**config.mk**
```make
export PLATFORM = sky130hd
export DESIGN_NAME = ns_pkt_histogram
export DESIGN_NICKNAME = d
export VERILOG_FILES = /design/src/rtl/ns_pkt_histogram.sv
export SDC_FILE = /design/constraint.sdc
export NUM_CORES = 1
export LEC_CHECK = 0
export BUFFER_PORTS_ARGS = -buffer_cell sky130_fd_sc_hd__buf_2
export CAP_MARGIN = 20
export CORE_AREA = 8 8 376 378
export CTS_BUF_LIST = sky130_fd_sc_hd__clkbuf_8
export CTS_CLUSTER_DIAMETER = 150
export DETAILED_ROUTE_END_ITERATION = 6
export DIE_AREA = 0 0 384 386
export MAX_ROUTING_LAYER = met4
export PLACE_DENSITY_LB_ADDON = 0.1
export SYNTH_ARGS = -nofsm -noshare
export SYNTH_HDL_FRONTEND = slang
export SYNTH_SLANG_ARGS = --single-unit
export TNS_END_PERCENT = 20
```
**constraint.sdc**
```tcl
create_clock -name clk -period 8.6 [get_ports clk]
set_clock_uncertainty 0.15 [all_clocks]
set_input_delay 0.86 -clock clk [delete_from_list [all_inputs] [get_ports clk]]
set_output_delay 0.86 -clock clk [all_outputs]
set_load 0.01 [all_outputs]
```
**src/rtl/ns_pkt_histogram.sv**
```systemverilog
`default_nettype none
// ============================================================================
// Module  : ns_pkt_histogram
// Brief   : Passive AXI-Stream tap that histograms packet byte lengths into
//           exact-length bins, bad/other counters and a running max length.
// Revision: 1.0
// ============================================================================
module ns_pkt_histogram #(
  parameter int                       DW       = 512,
  parameter int                       NUM_BINS = 4,
  // bin 0 occupies the low 16 bits
  parameter logic [NUM_BINS*16-1:0]   BIN_LENS = {16'd4160, 16'd1024, 16'd256, 16'd64},
  parameter int                       CW       = 64
) (
  input  logic                     clk,
  input  logic                     reset,
  input  logic                     clear,
  input  logic [DW-1:0]            monitor_tdata,
  input  logic [DW/8-1:0]          monitor_tkeep,
  input  logic                     monitor_tlast,
  input  logic                     monitor_tuser,
  input  logic                     monitor_tvalid,
  input  logic                     monitor_tready,
  output logic [NUM_BINS*CW-1:0]   bin_count,
  output logic [CW-1:0]            bad_packets,
  output logic [CW-1:0]            other_packets,
  output logic [15:0]              max_len,
  output logic                     synced
);

  localparam int KW = DW / 8;

  typedef enum logic [0:0] {
    SYNC   = 1'b0,
    ACTIVE = 1'b1
  } state_t;

  state_t state, state_next;

  logic unused_tdata;
  assign unused_tdata = ^monitor_tdata;

  logic [7:0] kcount;
  always_comb begin
    kcount = '0;
    for (int k = 0; k < KW; k++) begin
      kcount = kcount + 8'(monitor_tkeep[k]);
    end
  end

  logic       s1_beat, s1_last, s1_user;
  logic [7:0] s1_kcount;
  always_ff @(posedge clk) begin
    if (reset) begin
      s1_beat   <= 1'b0;
      s1_last   <= 1'b0;
      s1_user   <= 1'b0;
      s1_kcount <= '0;
    end else begin
      s1_beat   <= monitor_tvalid & monitor_tready;
      s1_last   <= monitor_tlast;
      s1_user   <= monitor_tuser;
      s1_kcount <= kcount;
    end
  end

  logic [15:0] acc, len;
  logic [16:0] sum;
  assign sum = {1'b0, acc} + {9'd0, s1_kcount};
  assign len = sum[16] ? 16'hFFFF : sum[15:0];

  always_ff @(posedge clk) begin
    if (reset) begin
      acc <= '0;
    end else if (s1_beat) begin
      acc <= s1_last ? 16'd0 : len;
    end
  end

  logic pkt_end;
  assign pkt_end = s1_beat & s1_last;

  always_ff @(posedge clk) begin
    if (reset) state <= SYNC;
    else       state <= state_next;
  end

  logic classify;
  always_comb begin
    state_next = state;
    classify   = 1'b0;
    synced     = 1'b0;
    case (state)
      SYNC: begin
        if (pkt_end) state_next = ACTIVE;
      end
      ACTIVE: begin
        synced   = 1'b1;
        classify = pkt_end;
      end
      default: state_next = SYNC;
    endcase
  end

  // Lowest-index bin wins when lengths are duplicated.
  logic [NUM_BINS-1:0] hit;
  logic                matched;
  always_comb begin
    hit     = '0;
    matched = 1'b0;
    for (int i = 0; i < NUM_BINS; i++) begin
      if (!matched && len == BIN_LENS[16*i +: 16]) begin
        hit[i]  = 1'b1;
        matched = 1'b1;
      end
    end
  end

  logic good;
  assign good = classify & ~s1_user;

  generate
    for (genvar gi = 0; gi < NUM_BINS; gi++) begin : g_bin
      logic [CW-1:0] cnt;
      always_ff @(posedge clk) begin
        if (reset || clear) begin
          cnt <= '0;
        end else if (good && hit[gi] && cnt != {CW{1'b1}}) begin
          cnt <= cnt + CW'(1);
        end
      end
      assign bin_count[CW*gi +: CW] = cnt;
    end
  endgenerate

  always_ff @(posedge clk) begin
    if (reset || clear) begin
      bad_packets   <= '0;
      other_packets <= '0;
      max_len       <= '0;
    end else begin
      if (classify && s1_user && bad_packets != {CW{1'b1}})
        bad_packets <= bad_packets + CW'(1);
      if (good && !matched && other_packets != {CW{1'b1}})
        other_packets <= other_packets + CW'(1);
      if (good && len > max_len)
        max_len <= len;
    end
  end

endmodule
`default_nettype wire

```
==> metrics.txt <==
run status=finished, final reports clean; aggregate global routing overflow=0; final setup violation count=0; Post-Syn Area per Cell=8.156 um2; clk slew on worst S/H paths=0.05 ns; main combinational cell family by area after synthesis=simple AND/OR/NAND/NOR gates; wire per inst=19.17 um; die height=roughly 390 um; Max Cap Viol=0; postcts setup bufs=0; Root Buffer=clkbuf_8; post-synthesis cell area=23140 um2; crit path max fanout=2; HPWL after DPL=between 70000 and 80000 um; Tightest Pin Transition=about 1.0 ns; post-synth net total=~3500; register area share after synthesis=approximately 37%; Simple-Gate Fraction of Synth Area=30.16%; xor/xnor cell area share of the yosys netlist=8.669%; Yosys reg bits=427; Hold Crit Class=input pin to register; largest net degree at the start of global routing=~140; # hold bufs at CTS=0; commonest non-fill, non-tap cell in the layout=buf_2; vias per cell=between 4 and 5; first-pass GRT wire length=147000 um; mux cell area share after synthesis=1.217%; commonest non-fill, non-tap cells in the layout=buf_2, dfxtp_1, nor2_1; FMAX=between 0.15 and 0.2 GHz; Yosys cell types=71; TNS Setup=0 ns; Slew HR=between 30% and 40%; Via Count=22070; power per cell area=approximately 230 nW/um2; CTS resizes=0; starting DRC count in detailed routing=a little under 1000; drt total wl=98940 um; Num CTS Buffers=94; finished layout cell area=29390 um2; complex-gate fraction of the synthesized area=10.56%; clock sinks=427; initial antenna violation count=11; PnR worst setup slack=2.475 ns; crit path DAT=~6.6 ns; worst-case clock buffer depth=3; Core Rows=135; Die Area=148200 um2; CP Launch Type=input pin; Syn-to-layout area delta=27.02%; Post-DRT Antenna Nets=0; Final Cycle Share=71.22%; CP Class=input pin to register; Global Route Usage Sum=around an eighth; fin crit period=around 6.1 ns; Initial Util=roughly 17%; Max H-tree Level=3; first-pass iteration count of the detailed router=5; synth warn=0; Adder-Cell Fraction of Synth Area=7.138%; Placer Congestion=0.7412; Core Footprint=135000 um2; static leakage=11.34 nW; DRC errors left=0; Port-buffer cells=471; worst skew pair latency=0.78 ns; RSZ-0062 raised after global routing=no; Main synth FF type=dfxtp_1; Filler cells=15150; CTS tree=yes; dpl ws=~1.6 ns; R2R Setup Slk=3.50 ns; placed cell areas=~28000 um2; Worst EP required=9.05 ns; vias in the first global route=22100; Setup crit end kind=register; Final nets=between 3000 and 4000; Post-synth EDFFs=0; pins over their slew limit=0; final hold violations=0; Ports=about 980; Die X=384 um; synthesized instance count=2837; peak supply drop=0.4700 mV; ratio of cells with drive above 1 in the final layout=about a fifth; Synth async-reset ratio=0%
==> Yosys cell counts, types with 12 or more instances <==
| cell | instances | area (um2) |
|---|---|---|
| a21oi_1 | 147 | 735.7 |
| xnor2_1 | 140 | 1226 |
| and3_1 | 68 | 425.4 |
| nor3_1 | 69 | 345.3 |
| fa_1 | 55 | 1101 |
| or4_1 | 36 | 270.3 |
| nand2_1 | 222 | 833.3 |
| nor2b_1 | 22 | 137.6 |
| dfxtp_1 | 427 | 8548 |
| a211oi_1 | 16 | 120.1 |
| ha_1 | 44 | 550.5 |
| xor2_1 | 89 | 779.5 |
| or3_1 | 108 | 675.7 |
| a41o_1 | 14 | 140.1 |
| inv_1 | 186 | 698.2 |
| o211ai_1 | 12 | 90.09 |
| a31oi_1 | 14 | 87.58 |
| o21a_1 | 19 | 142.6 |
| o31ai_1 | 22 | 165.2 |
| nand3_1 | 152 | 760.7 |
| nor4_1 | 106 | 663.1 |
| mux2i_1 | 27 | 270.3 |
| nand4_1 | 105 | 656.9 |
| o21ai_0 | 86 | 430.4 |
| and2_1 | 24 | 150.1 |
| and4_1 | 34 | 297.8 |
| nor2_1 | 341 | 1280 |
| clkbuf_1 | 120 | 450.4 |
==> metal layers <==
metal  track usage [%]  vias up  part of all wire [%]
met5                 -        -                     0
met4             4.358        0                   2.7
met3             3.361      141                   5.3
met2             21.28      411                    47
met1             16.17    10560                    45
li1                  -    10960                     -
==> logic make-up (layout without fill, tap and decap cells) <==
kind of cell    count (synthesis)  count (layout)
compound gates                389             389
flops                         427             427
xor+xnor                      229             229
other cells                     0              10
fa+ha+maj                      99              99
simple gates                 1344            1344
mux                            28              28
buf+inv                       321             855
==> final timing paths <==
kind                                          start  depth (start not counted)                            end
worst min register to register  acc[0]$_SDFFE_PP0P_                          2            acc[0]$_SDFFE_PP0P_
worst max-delay path              monitor_tkeep[35]                         22        s1_kcount[5]$_SDFF_PP0_
worst max register to register  acc[0]$_SDFFE_PP0P_                         14  g_bin[2].cnt[25]$_SDFFE_PP0P_
worst min-delay path                  monitor_tlast                          2             s1_last$_SDFF_PP0_
==> sequential cells by signal, summed over array words and instances, names as in the netlist, 7 cells and up <==
| register | count |
|---|---|
| other_packets | 64 |
| acc | 16 |
| bad_packets | 64 |
| max_len | 16 |
| g_bin.cnt | 256 |
| s1_kcount | 7 |
==> metrics by stage <==
step	power [mW]	util, %	std cells	hold WS, ns
after floorplan	3.937	-	2837	0.2998
after global placement	4.542	20.42	4991	0.3175
after detailed placement	4.520	20.42	4991	0.3183
after CTS	6.888	21.76	5152	0.01449
after global routing	7.271	21.77	5160	0.1034
final	6.628	21.78	5162	0.1659
==> report_power, final <==
group | internal [mW] | leakage, nW | switching, mW | total [mW]
Combinational | 1.06 | 6.83 | 1.30 | 2.36
Clock | 1.21 | 1.07 | 1.03 | 2.24
Sequential | 2.02 | 3.44 | 0.00797 | 2.03
Total | 4.28 | 11.3 | 2.35 | 6.63
==> area by class of cell <==
type                       instances  area (um2)  share of cell area, %
clock inverter                    48       242.7                 0.8260
clock buffer                     113        1555                  5.292
multi-input combinational       2089       13430                  45.70
antenna                           10       25.02                0.08515
sequential                       427        8548                  29.09
inverter                         186       698.2                  2.376
tap                             1781        2228                  7.583
timing repair buffer             508        2660                  9.051
==> critical path: stages <==
cell and delay [ns]:
buf_2 0.07, inv_1 0.04, fa_1 0.53, inv_1 0.05, fa_1 0.42, fa_1 0.54
inv_1 0.05, fa_1 0.53, inv_1 0.06, fa_1 0.52, fa_1 0.44, fa_1 0.54
inv_1 0.05, fa_1 0.58, inv_1 0.05, ha_1 0.29, a21o_1 0.18, a21o_1 0.20
a21o_1 0.18, a21oi_1 0.17, xnor2_1 0.16, nor2_1 0.06
Power figures use the tool's default switching activity.
